## src/rtl/i2c_pkg.sv

```systemverilog
// ----------------------------------------------------------------------------
// i2c_pkg
// Types and constants shared by the I2C slave blocks.
//   tx_state_t        : state encoding of the transmit sequencer
//   BYTE_BITS_DEFAULT : data bits per byte before the ACK/NACK slot
// ----------------------------------------------------------------------------
package i2c_pkg;

    typedef enum logic [2:0] {
        IDLE,
        SHIFT,
        ACK_WAIT,
        ACK_SAMPLED,
        DONE
    } tx_state_t;

    localparam int BYTE_BITS_DEFAULT = 8;

endpackage

```

## src/rtl/flex_counter.sv

```systemverilog
// ----------------------------------------------------------------------------
// flex_counter
// Up-counter with synchronous clear and programmable rollover value.
// Counts 0,1,..,rollover_val and wraps to 1 on the enable after rollover_val.
// Ports:
//   clk, n_rst     : clock, asynchronous active-low reset
//   clear          : synchronous clear to 0 (wins over count_enable)
//   count_enable   : advance the count this cycle
//   rollover_val   : terminal count
//   count_out      : current count (registered)
//   rollover_flag  : high in the cycle whose enabled increment reaches
//                    rollover_val, so the user can react on the same edge
// ----------------------------------------------------------------------------
module flex_counter #(
    parameter int NUM_CNT_BITS = 4
) (
    input  logic                    clk,
    input  logic                    n_rst,
    input  logic                    clear,
    input  logic                    count_enable,
    input  logic [NUM_CNT_BITS-1:0] rollover_val,
    output logic [NUM_CNT_BITS-1:0] count_out,
    output logic                    rollover_flag
);

    logic [NUM_CNT_BITS-1:0] next_count;

    // NOTE: every combinational output gets a default first, so no path
    // through the block can leave it unassigned and infer a latch.
    always_comb begin
        next_count = count_out;
        if (clear) begin
            next_count = '0;
        end else if (count_enable) begin
            if (count_out == rollover_val) begin
                next_count = NUM_CNT_BITS'(1);
            end else begin
                next_count = count_out + NUM_CNT_BITS'(1);
            end
        end
    end

    // Flag is combinational on purpose: the sequencer must react to the
    // final falling edge in the same cycle to keep its outputs one cycle late.
    assign rollover_flag = !clear && count_enable && (next_count == rollover_val);

    // NOTE: sequential state uses non-blocking assignments so every register
    // samples the pre-edge values, independent of block ordering.
    always_ff @(posedge clk or negedge n_rst) begin
        if (!n_rst) begin
            count_out <= '0;
        end else begin
            count_out <= next_count;
        end
    end

endmodule

```

## src/rtl/tx_sequencer.sv

```systemverilog
// ----------------------------------------------------------------------------
// tx_sequencer
// Slave-side transmit sequencer for I2C read transfers. Shifts a byte out
// MSB first (one bit per SCL low phase), releases SDA for the master's
// ACK/NACK slot, samples it on SCL rise, then either loads the next byte or
// waits for STOP / repeated START.
// Ports:
//   clk, n_rst           : clock, asynchronous active-low reset
//   rising_edge_found    : one-cycle pulse on SCL rise
//   falling_edge_found   : one-cycle pulse on SCL fall
//   start_found          : one-cycle pulse on START / repeated START
//   stop_found           : one-cycle pulse on STOP
//   sda_in               : synchronised SDA level (master ACK sampling)
//   tx_start             : begin a read transfer (only honoured in IDLE)
//   tx_data              : byte to transmit
//   sda_out              : SDA drive, 1 = release, 0 = pull low (registered)
//   busy                 : high outside IDLE (registered)
//   byte_sent            : pulse after the last data bit's low phase
//   data_req             : pulse after an ACK, asking for the next tx_data
//   nack_received        : pulse after a NACK
// ----------------------------------------------------------------------------
module tx_sequencer
    import i2c_pkg::*;
#(
    parameter int BYTE_BITS = BYTE_BITS_DEFAULT
) (
    input  logic                 clk,
    input  logic                 n_rst,
    input  logic                 rising_edge_found,
    input  logic                 falling_edge_found,
    input  logic                 start_found,
    input  logic                 stop_found,
    input  logic                 sda_in,
    input  logic                 tx_start,
    input  logic [BYTE_BITS-1:0] tx_data,
    output logic                 sda_out,
    output logic                 busy,
    output logic                 byte_sent,
    output logic                 data_req,
    output logic                 nack_received
);

    localparam logic [3:0] ROLLOVER = 4'(BYTE_BITS);

    tx_state_t            state, state_n;
    logic [BYTE_BITS-1:0] shreg, shreg_n;
    logic                 acked, acked_n;
    logic                 sda_n, byte_sent_n, data_req_n, nack_n;
    logic                 abort, edge_clash, cnt_en, cnt_clear, byte_done;
    logic [3:0]           bit_count;

    assign abort      = (start_found || stop_found) && (state != IDLE);
    assign edge_clash = rising_edge_found && falling_edge_found;
    assign cnt_en     = (state == SHIFT) && falling_edge_found && !abort && !edge_clash;
    assign cnt_clear  = (state != SHIFT);

    flex_counter #(
        .NUM_CNT_BITS(4)
    ) u_bit_cnt (
        .clk          (clk),
        .n_rst        (n_rst),
        .clear        (cnt_clear),
        .count_enable (cnt_en),
        .rollover_val (ROLLOVER),
        .count_out    (bit_count),
        .rollover_flag(byte_done)
    );

    always_comb begin
        state_n     = state;
        shreg_n     = shreg;
        acked_n     = acked;
        sda_n       = sda_out;
        byte_sent_n = 1'b0;
        data_req_n  = 1'b0;
        nack_n      = 1'b0;

        if (abort) begin
            // Abort beats any edge in the same cycle and emits no pulses.
            state_n = IDLE;
            sda_n   = 1'b1;
        end else begin
            unique case (state)
                IDLE: begin
                    sda_n = 1'b1;
                    if (tx_start) begin
                        shreg_n = tx_data;
                        sda_n   = tx_data[BYTE_BITS-1];
                        state_n = SHIFT;
                    end
                end
                SHIFT: begin
                    if (falling_edge_found && !edge_clash) begin
                        // Rotate rather than shift: the outgoing MSB refills
                        // the bottom, which is never driven again this byte.
                        shreg_n = {shreg[BYTE_BITS-2:0], shreg[BYTE_BITS-1]};
                        if (byte_done) begin
                            sda_n       = 1'b1;
                            byte_sent_n = 1'b1;
                            state_n     = ACK_WAIT;
                        end else begin
                            sda_n = shreg[BYTE_BITS-2];
                        end
                    end
                end
                ACK_WAIT: begin
                    if (rising_edge_found && !edge_clash) begin
                        acked_n    = !sda_in;
                        data_req_n = !sda_in;
                        nack_n     = sda_in;
                        state_n    = ACK_SAMPLED;
                    end
                end
                ACK_SAMPLED: begin
                    if (falling_edge_found && !edge_clash) begin
                        if (acked) begin
                            shreg_n = tx_data;
                            sda_n   = tx_data[BYTE_BITS-1];
                            state_n = SHIFT;
                        end else begin
                            sda_n   = 1'b1;
                            state_n = DONE;
                        end
                    end
                end
                DONE: begin
                    sda_n = 1'b1;
                end
                default: begin
                    sda_n   = 1'b1;
                    state_n = IDLE;
                end
            endcase
        end
    end

    // NOTE: the shift register is a handful of flops, not a memory, so it is
    // reset with everything else and SDA is released the instant n_rst drops.
    always_ff @(posedge clk or negedge n_rst) begin
        if (!n_rst) begin
            state         <= IDLE;
            shreg         <= '0;
            acked         <= 1'b0;
            sda_out       <= 1'b1;
            busy          <= 1'b0;
            byte_sent     <= 1'b0;
            data_req      <= 1'b0;
            nack_received <= 1'b0;
        end else begin
            state         <= state_n;
            shreg         <= shreg_n;
            acked         <= acked_n;
            sda_out       <= sda_n;
            busy          <= (state_n != IDLE);
            byte_sent     <= byte_sent_n;
            data_req      <= data_req_n;
            nack_received <= nack_n;
        end
    end

    // The bit counter can never run past the end of a byte.
    a_count_range : assert property (@(posedge clk) disable iff (!n_rst)
        bit_count <= ROLLOVER);

endmodule
```

## config.mk

```make
export PLATFORM = sky130hd
export DESIGN_NAME = tx_sequencer
export DESIGN_NICKNAME = d
export VERILOG_FILES = /design/src/rtl/i2c_pkg.sv /design/src/rtl/flex_counter.sv /design/src/rtl/tx_sequencer.sv
export SDC_FILE = /design/constraint.sdc
export NUM_CORES = 1
export LEC_CHECK = 0
export BUFFER_PORTS_ARGS = -buffer_cell sky130_fd_sc_hd__buf_2
export CORE_UTILIZATION = 30
export CTS_CLUSTER_DIAMETER = 120
export DETAILED_ROUTE_END_ITERATION = 7
export SYNTH_ARGS = -nofsm -noshare
export SYNTH_HDL_FRONTEND = slang
export SYNTH_SLANG_ARGS = --single-unit
```

## constraint.sdc

```tcl
create_clock -name clk -period 2.1 [get_ports clk]
set_input_delay 0.21 -clock clk [delete_from_list [all_inputs] [get_ports clk]]
set_output_delay 0.21 -clock clk [all_outputs]
set_load 0.05 [all_outputs]
```

# Yosys cells after proc, flatten, opt, wreduce, memory -nomap -nowiden
# Index checks and enable logic that the tools add are counted.
# Widths: inputs -> output; s select.
# totals
output_inout_bits	5
wordCells	79
ff_bits	21
# op_classes
n_eq_ne	14
n_reduce_logical	21
addsub	1
bitwise	1
mux	33
# op_table
op	n
$mux 8	4
$pmux 8 s3	1
$mux 3	7
$mux 1	16
$pmux 3 s5	1
$mux 4	3
$logic_and 1x1->1	9
$reduce_bool 3->1	3
$eq 4x4->1 const B	2
$ne 2x2->1 const B	4
$eq 3x2->1 const B	2
$reduce_and 3->1	2
$reduce_and 6->1	1
$add 4x1->4 const B	1
$logic_not 1->1	4
$pmux 1 s4	1
$eq 3x1->1 const B	1
$eq 3x3->1 const B	1
$logic_not 3->1	1
$ne 3x1->1 const B	1
$ne 3x2->1 const B	1
$ne 3x3->1 const B	1
$ne 2x1->1 const B	1
$logic_or 1x1->1	1
$not 1->1	1

# Depth between registers and ports, before layout
# Gate-level depths: netlist of run 1.
# depth
ltp_word	14
ltp_mapped	6

# Modules after synthesis
# A second synthesis of run 1 with hierarchy kept.
# hier_totals
cells_unflattened	136
hier_area_um2	1315.0
# modules_own_cells
mod	seq_area_each_um2	area_each_um2	n_inst	cells_each
tx_sequencer	426.7	953.4	1	94
flex_counter	100.1	361.6	1	42

# Worst setup path before layout of run 1
# OpenSTA, ideal clock, no wires.
# synth_timing
kind	register to register
startpoint	reg state[0]
endpoint	reg shreg[7]
synth_period_minus_slack_ps	1680
setup_slack_ps	420
setup_ps	125
arrival_time_ps	1556
path_stages_with_launch	5
cell_sequence	dfrtp_1 buf_6 or3b_4 a311oi_4 mux2_2
# synth_between
elab_chain_len	4
elab_cells_between_ends	13
cone_classes	6 x eq/ne; 1 x mux; 1 x bitwise; 5 x reduce/logical
# synth_rtl
element	line	source
from (decl)	tx_sequencer.sv:45	tx_state_t state, state_n;
from (signal assigned)	tx_sequencer.sv:150	state <= state_n;
parallel branches: the longest is 4 deep, another holds $reduce_and 6->1	-	
to (signal assigned)	tx_sequencer.sv:151	shreg <= shreg_n;
to (decl)	tx_sequencer.sv:46	logic [BYTE_BITS-1:0] shreg, shreg_n;
# Parallel ways; which one is timed is not known.
# A chain may end at the register's enable or synchronous reset.

# Final worst setup path of run 1
# layout_timing
startpoint	reg state[0]
endpoint	reg state[0]
# layout_between
elab_chain_len	13
elab_cells_between_ends	25
cone_classes	6 x eq/ne; 9 x mux; 10 x reduce/logical
# layout_rtl
element	line	source
$reduce_bool 3->1	tx_sequencer.sv:52	assign abort = (start_found || stop_found) && (state != IDLE);
$logic_and 1x1->1	tx_sequencer.sv:52	
$logic_not 1->1	tx_sequencer.sv:54	assign cnt_en = (state == SHIFT) && falling_edge_found && !abort && !edge_clash;
$logic_and 1x1->1 (2 in a row)	tx_sequencer.sv:54	
$mux 4	flex_counter.sv:34	end else if (count_enable) begin
$mux 4	flex_counter.sv:32	if (clear) begin
$eq 4x4->1	flex_counter.sv:45	assign rollover_flag = !clear && count_enable && (next_count == rollover_val);
$logic_and 1x1->1	flex_counter.sv:45	
$mux 3	tx_sequencer.sv:97	if (byte_done) begin
$mux 3	tx_sequencer.sv:93	if (falling_edge_found && !edge_clash) begin
$pmux 3 s5	tx_sequencer.sv:83	unique case (state)
$mux 3 (*)	tx_sequencer.sv:78	if (abort) begin
named net state_n[0]	tx_sequencer.sv:45	
# The timed path passes the listed nets; every way through them passes the cells marked *.

==> results of run 1 <==
==> report_power, final <==
group / leakage (uW) / total [uW] / switching (uW) / internal, uW
Sequential: 0.000261 / 649 / 117 / 532
Combinational: 0.000334 / 699 / 386 / 314
Clock: 0.0000255 / 264 / 132 / 132
==> routing by layer <==
| layer | up-vias | wire [um] | track usage [%] |
|---|---|---|---|
| met5 | - | 0 | 0 |
| met4 | 0 | 49 | 6.38 |
| li1 | 515 | - | - |
| met3 | 5 | 50 | 2.05 |
| met1 | 489 | 1240 | 16.2 |
| met2 | 11 | 1200 | 19.1 |
==> what timing repair did <==
item,CTS,global route
hold buffers,1,0
endpoints found under the hold margin,20,0
setup buffers,0,0
==> worst max-delay path, stage by stage, from the launching register on <==
cell and delay (ps):
dfrtp_1 590, o32a_4 480, o31ai_4 310, a21boi_1 110
a211o_1 280
==> cells by family (layout without fill, tap and decap cells) <==
group           after synthesis  count (layout)
compound gates               36              36
fa+ha+maj                     2               2
buf+inv                      11              33
flops                        21              21
mux                           2               2
simple gates                 59              59
==> through the flow <==
step,worst slack [ps],cells,utilization [%]
2_1_floorplan,420,131,-
3_3_place_gp,276,198,34.8
3_5_place_dp,197,198,34.8
4_1_cts,208,203,36.2
5_1_grt,58.7,203,36.2
6_report,204,203,36.2
==> synth_stat cells (all sizes together) (2+ instances only) <==
master,instances
a21boi,2
or3b,2
a211oi,3
nand3,3
nor2b,3
nor2,16
nor3b,2
ha,2
a211o,2
dfrtp,20
a21oi,6
a31oi,7
o21ai,4
and2,2
nand2b,2
nand2,20
buf,5
inv,5
==> final cells by class <==
cell class	count	area (um^2)	share of cell area [%]
tap	50	62.6	4.32
inverter	5	18.8	1.30
clock inverter	1	5.00	0.346
sequential	21	527	36.4
multi-input combinational	99	661	45.6
timing repair buffer	24	133	9.16
clock buffer	3	41.3	2.85
==> state kept, by name, summed over array words and instances (netlist names) <==
name / flops
nack_received: 1
state: 3
byte_sent: 1
busy: 1
sda_out: 1
acked: 1
shreg: 8
u_bit_cnt.count_out: 4
data_req: 1
==> worst paths after layout <==
kind | endpoint | slack, ps | depth (start not counted)
worst min register to register | shreg[7]$_DFFE_PN0P_ | 530 | 1
worst max register to register | state[0]$_DFF_PN0_ | 200 | 4
max in group asynchronous | sda_out$_DFFE_PN1P_ | 1330 | 2
worst min-delay path | data_req$_DFF_PN0_ | 100 | 2
min in group asynchronous | shreg[3]$_DFFE_PN0P_ | 420 | 2
worst max-delay path | state[0]$_DFF_PN0_ | 200 | 4
==> qor.yml, run 1 <==
outcome:
  outcome: "complete, no violations"
synth:
  netlist_area_um2: 1250
  seq_area_frac_synth_pct: 42.0
  yosys.area_share.simple_pct: 24.7
  synth_xor_area_share_pct: 0
  async_flop_share_pct: 100
  syn_area_per_cell_um2: 9.57
  ys_types: 47
  synthTopCellsByArea: "dfrtp_1 (40%), nand2_1 (6.0%), nor2_1 (4.8%), a31oi_1 (3.5%), buf_6 (2.7%)"
  synth_enable_flop_cells: 0
  synth_compound_area_share_pct: 24.4
  synthCells: 131
  synth_top_family_by_area: "simple AND/OR/NAND/NOR gates"
  yosys_register_bits: 21
  synth.mux.area_fraction_pct: 1.70
  syn_nets: 149
  yosys.area.top_type: "dfrtp_1"
  netlist.area_leader.share_pct: 39.9
  synth-main-ff-cell: "dfrtp_1"
  synth_fa_ha_area_share_pct: 2.00
  ys_warn_count: 0
sta:
  setup_viol: 0
  worst_pin_slew_ps: 579
  period_minus_slack_ps: 1900
  finalCritPeriodShare_pct: 90.3
  hold_ws_ps: 99.7
  slew_violations: 0
  fin_worst_skew_ps: 4.57
  fmax_mhz: 527
  hold_viol: 0
  setup_tns_ps: 0
  grt_setup_unrepaired: "no"
  relSlewSlack_pct: 61.4
final_layout:
  fillCellCount: 419
  synthToLayoutAreaGrowth_pct: 15.5
  layout-drive-gt1-share_pct: 24.2
  antenna_cells: 0
  nets: 172
  final_cell_mix: "nand2_1 (20), dfrtp_1 (20), buf_2 (20)"
  final_area_um2: 1450
power:
  ir_worst_vdd_mv: 0.448
  p_per_area_nw_per_um2: 1110
  cellLeakagePower_uw: 0.000621
  p_total_uw: 1610
clock_tree:
  cts_tree: "built"
  clk_path_buf_depth: 2
  cts_sinks: 21
  cts.clk_slew.worst_paths_ps: 80
  numCtsBuffers: 3
  root_buffer: "clkbuf_8"
  cts-htree-levels: 1
  post_cts_resized: 0
  insertion_delay_ps: 260
floorplan:
  dieArea_um2: 4440
  io_pins: 21
  num_rows: 23
  die_x_um: 66.6
  die_y_um: 66.6
  initial_core_util_pct: 31.3
  coreArea_um2: 4000
detailed_routing:
  wl_per_cell_um: 12.5
  num_vias: 1020
  initialDrtViolationCount: 41
  dr.pass1.iters: 4
  ant_nets: 0
  routed_wl_mm: 2.54
  post-route-drc-count: 0
  viasPerCell: 5.02
setup_path:
  endpoint_kind: "flop"
  r2r-start: "state[0]$_DFF_PN0_"
  criticalPathCategory: "flop to flop"
  startpoint: "state[0]$_DFF_PN0_"
  cp.required_ps: 2240
  cp.arrival_ps: 2040
  worstSetupStartpointType: "flop"
  crit_fanout: 18
worst_hold_path:
  holdCritPathClass: "input port to flop"
  min_from: "sda_in"
global_route:
  overflow: 0
  antenna_found_initial: 0
  grt_pass1_vias: 913
  grt.total_usage_pct: 12.3
  grt_first_pass_wirelength_mm: 4.11
  grt_max_degree: 22
placed_design:
  routabilityCongestion: 0.785
  place_area_um2: 1390
  portBuffers: 20
  place_hpwl_mm: 1.89
run:
  maxCapViolations: 0
Note: power is estimated with default switching activity, not from simulation.
==> run 2, diff against run 1 <==
--- a/config.mk
+++ b/config.mk
@@ -6,6 +6,7 @@
 export NUM_CORES = 1
 export LEC_CHECK = 0
 export BUFFER_PORTS_ARGS = -buffer_cell sky130_fd_sc_hd__buf_2
+export CORE_MARGIN = 3
 export CORE_UTILIZATION = 30
 export CTS_CLUSTER_DIAMETER = 120
 export DETAILED_ROUTE_END_ITERATION = 7
==> run 2 against run 1 <==
Die area increased by 12%. Combinational power up 2%. Core utilization rose by 1.5 points. Critical path depth is the same. Clock skew decreased by 1.9 ps. Flip-flop and latch count unchanged. First-iteration DRC count rose by 22%. Clock power is essentially flat. Critical path type unchanged. Highest routed layer unchanged.
==> qor.yml, run 2 (synthesis results as in run 1) <==
outcome:
  outcome: "complete, no violations"
setup_path:
  rr_worst_depth: 4  # unchanged
  r2r-start: "state[0]$_DFF_PN0_"
  cp.arrival_ps: 2020  # -20 ps
  rrSetupSlack_ps: 230  # +20 ps
  crit_fanout: 18  # unchanged
  cp.required_ps: 2250  # about the same
  reg2reg_to: "state[0]$_DFF_PN0_"
  criticalPathCategory: "flop to flop"
  endpoint_kind: "flop"
  worstSetupStartpointType: "flop"
sta:
  fin_worst_skew_ps: 2.68  # -1.90 ps
  hold_viol: 0  # unchanged
  slew_violations: 0  # unchanged
  period_minus_slack_ps: 1870  # -23.6 ps
  finalCritPeriodShare_pct: 89.2  # -1.1 points
  worst_pin_slew_ps: 548  # -31.0 ps
  fmax_mhz: 534  # +1.3%
  setup_tns_ps: 0  # unchanged
  grt_setup_unrepaired: "no"
  relSlewSlack_pct: 63.4  # +2.1 points
  setup_slack_ps: 228  # +23.7 ps
  setup_viol: 0  # unchanged
final_layout:
  utilization_pct: 37.7  # +1.5 points
  layout-drive-gt1-share_pct: 24.7  # +0.49 points
  nets: 173  # +0.58%
  antenna_cells: 0  # unchanged
  synthToLayoutAreaGrowth_pct: 15.9
  final_cell_mix: "nand2_1 (20), dfrtp_1 (20), buf_2 (20)"
  final_area_um2: 1450  # +0.35%
  fin_cells: 202  # -0.49%
  largest_reg_flops: 8  # unchanged
  regMostFlops: "shreg"
  fillCellCount: 406  # -3.1%
  reg_top3: "shreg x8, u_bit_cnt.count_out x4, state x3"
floorplan:
  coreArea_um2: 3850  # -3.7%
  num_rows: 22  # -4.3%
  die_y_um: 70.6  # +6.0%
  die_x_um: 70.6  # +6.0%
  dieArea_um2: 4990  # +12%
  initial_core_util_pct: 32.5  # +1.2 points
  io_pins: 21  # unchanged
clock_tree:
  insertion_delay_ps: 260  # about the same
  cts_tree: "built"
  root_buffer: "clkbuf_8"
  cts_sinks: 21  # unchanged
  clk_path_buf_depth: 2  # unchanged
  numCtsBuffers: 3  # unchanged
  cts.clk_slew.worst_paths_ps: 80  # about the same
  cts-htree-levels: 1  # unchanged
  cts_setup_buffers: 0  # unchanged
detailed_routing:
  wl_per_cell_um: 13.2  # +5.7%
  dr.pass1.iters: 4  # unchanged
  routed_wl_mm: 2.67  # +5.2%
  ant_nets: 0  # unchanged
  post-route-drc-count: 0  # unchanged
  initialDrtViolationCount: 50  # +22%
  num_vias: 1058  # +3.7%
  viasPerCell: 5.24  # +4.2%
placed_design:
  routabilityCongestion: 0.816  # +3.9%
  post-place-ws_ps: 227  # +29.9 ps
  portBuffers: 20  # unchanged
  dp.cells: 197  # -0.51%
  place_area_um2: 1400  # +0.36%
  place_hpwl_mm: 2.04  # +7.7%
worst_hold_path:
  holdPathStages: 2  # unchanged
  min_from: "sda_in"
  worstHoldEndpoint: "data_req$_DFF_PN0_"
  holdCritPathClass: "input port to flop"
global_route:
  antenna_found_initial: 0  # unchanged
  overflow: 0  # unchanged
  grt_pass1_vias: 1041  # +14%
  grt.total_usage_pct: 11.3  # -1.0 points
  grt_max_degree: 22  # unchanged
  grt_first_pass_wirelength_mm: 4.57  # +11%
power:
  p_per_area_nw_per_um2: 1120  # +0.19%
  p_sw_share_pct: 39.7  # +0.31 points
  pwr-share-clk_pct: 16.3  # about the same
  comb_power_share_pct: 43.8  # +0.4 points
  cellLeakagePower_uw: 0.000626  # +0.88%
  pwr-share-seq_pct: 39.9  # -0.3 points
  p_int_uw: 978  # about the same
  p_switching_uw: 644  # +1.3%
  ir_worst_vdd_mv: 0.336  # -25%
run:
  maxCapViolations: 0  # unchanged
==> run 2: changes by cell type in the layout (fill, tap and decap cells not counted), sizes merged <==
cell,before,now
buf,23,24
==> run 2: worst max-delay path by stage <==
stage / startpoint / to / cells past startpoint
final: state[0]$_DFF_PN0_ / state[0]$_DFF_PN0_ / 4
after global routing: state[0]$_DFF_PN0_ / acked$_DFFE_PN0P_ / 4
after CTS: state[0]$_DFF_PN0_ / acked$_DFFE_PN0P_ / 4
after detailed placement: state[0]$_DFF_PN0_ / acked$_DFFE_PN0P_ / 4
after global placement: state[0]$_DFF_PN0_ / acked$_DFFE_PN0P_ / 4
after floorplan: state[0]$_DFF_PN0_ / shreg[7]$_DFFE_PN0P_ / 4
==> run 2: final cells by class <==
cell class | instances | area, um^2 | area share [%]
multi-input combinational | 99 | 661 | 45.5
sequential | 21 | 527 | 36.3
tap | 48 | 60.1 | 4.13
clock buffer | 3 | 41.3 | 2.84
clock inverter | 1 | 5.00 | 0.345
timing repair buffer | 25 | 140 | 9.65
inverter | 5 | 18.8 | 1.29
==> run 2: worst max-delay path: stages (launching register included) <==
cell	delay, ps
dfrtp_1	580
o32a_4	480
o31ai_4	300
a21boi_1	110
a211o_1	280
==> run 2: metrics by stage <==
step | hold slack, ps | total power [uW]
after floorplan | -85.6 | 1210
after global placement | 196 | 1340
after detailed placement | 202 | 1360
after CTS | 92.1 | 1640
after global routing | 90.3 | 1750
final | 99.2 | 1620
==> run 2: layer usage <==
layer / GRT usage [%] / wire, um
met2: 18.9 / 1250
met3: 3.98 / 150
met1: 13.3 / 1230
met4: 3.97 / 37
met5: 0 / 0
==> run 2: power groups by stage <==
stage               clock network [uW]  registers (uW)  logic (uW)
floorplan                            0             662         546
global placement                     0             649         688
detailed placement                   0             653         711
CTS                                278             647         717
global route                       300             668         781
finish                             264             648         710
==> run 2: timing repair <==
item,in CTS,in global routing
endpoints found under the hold margin,20,0
hold buffers,1,0
gates resized for setup,0,0
endpoints found under the setup margin,0,0
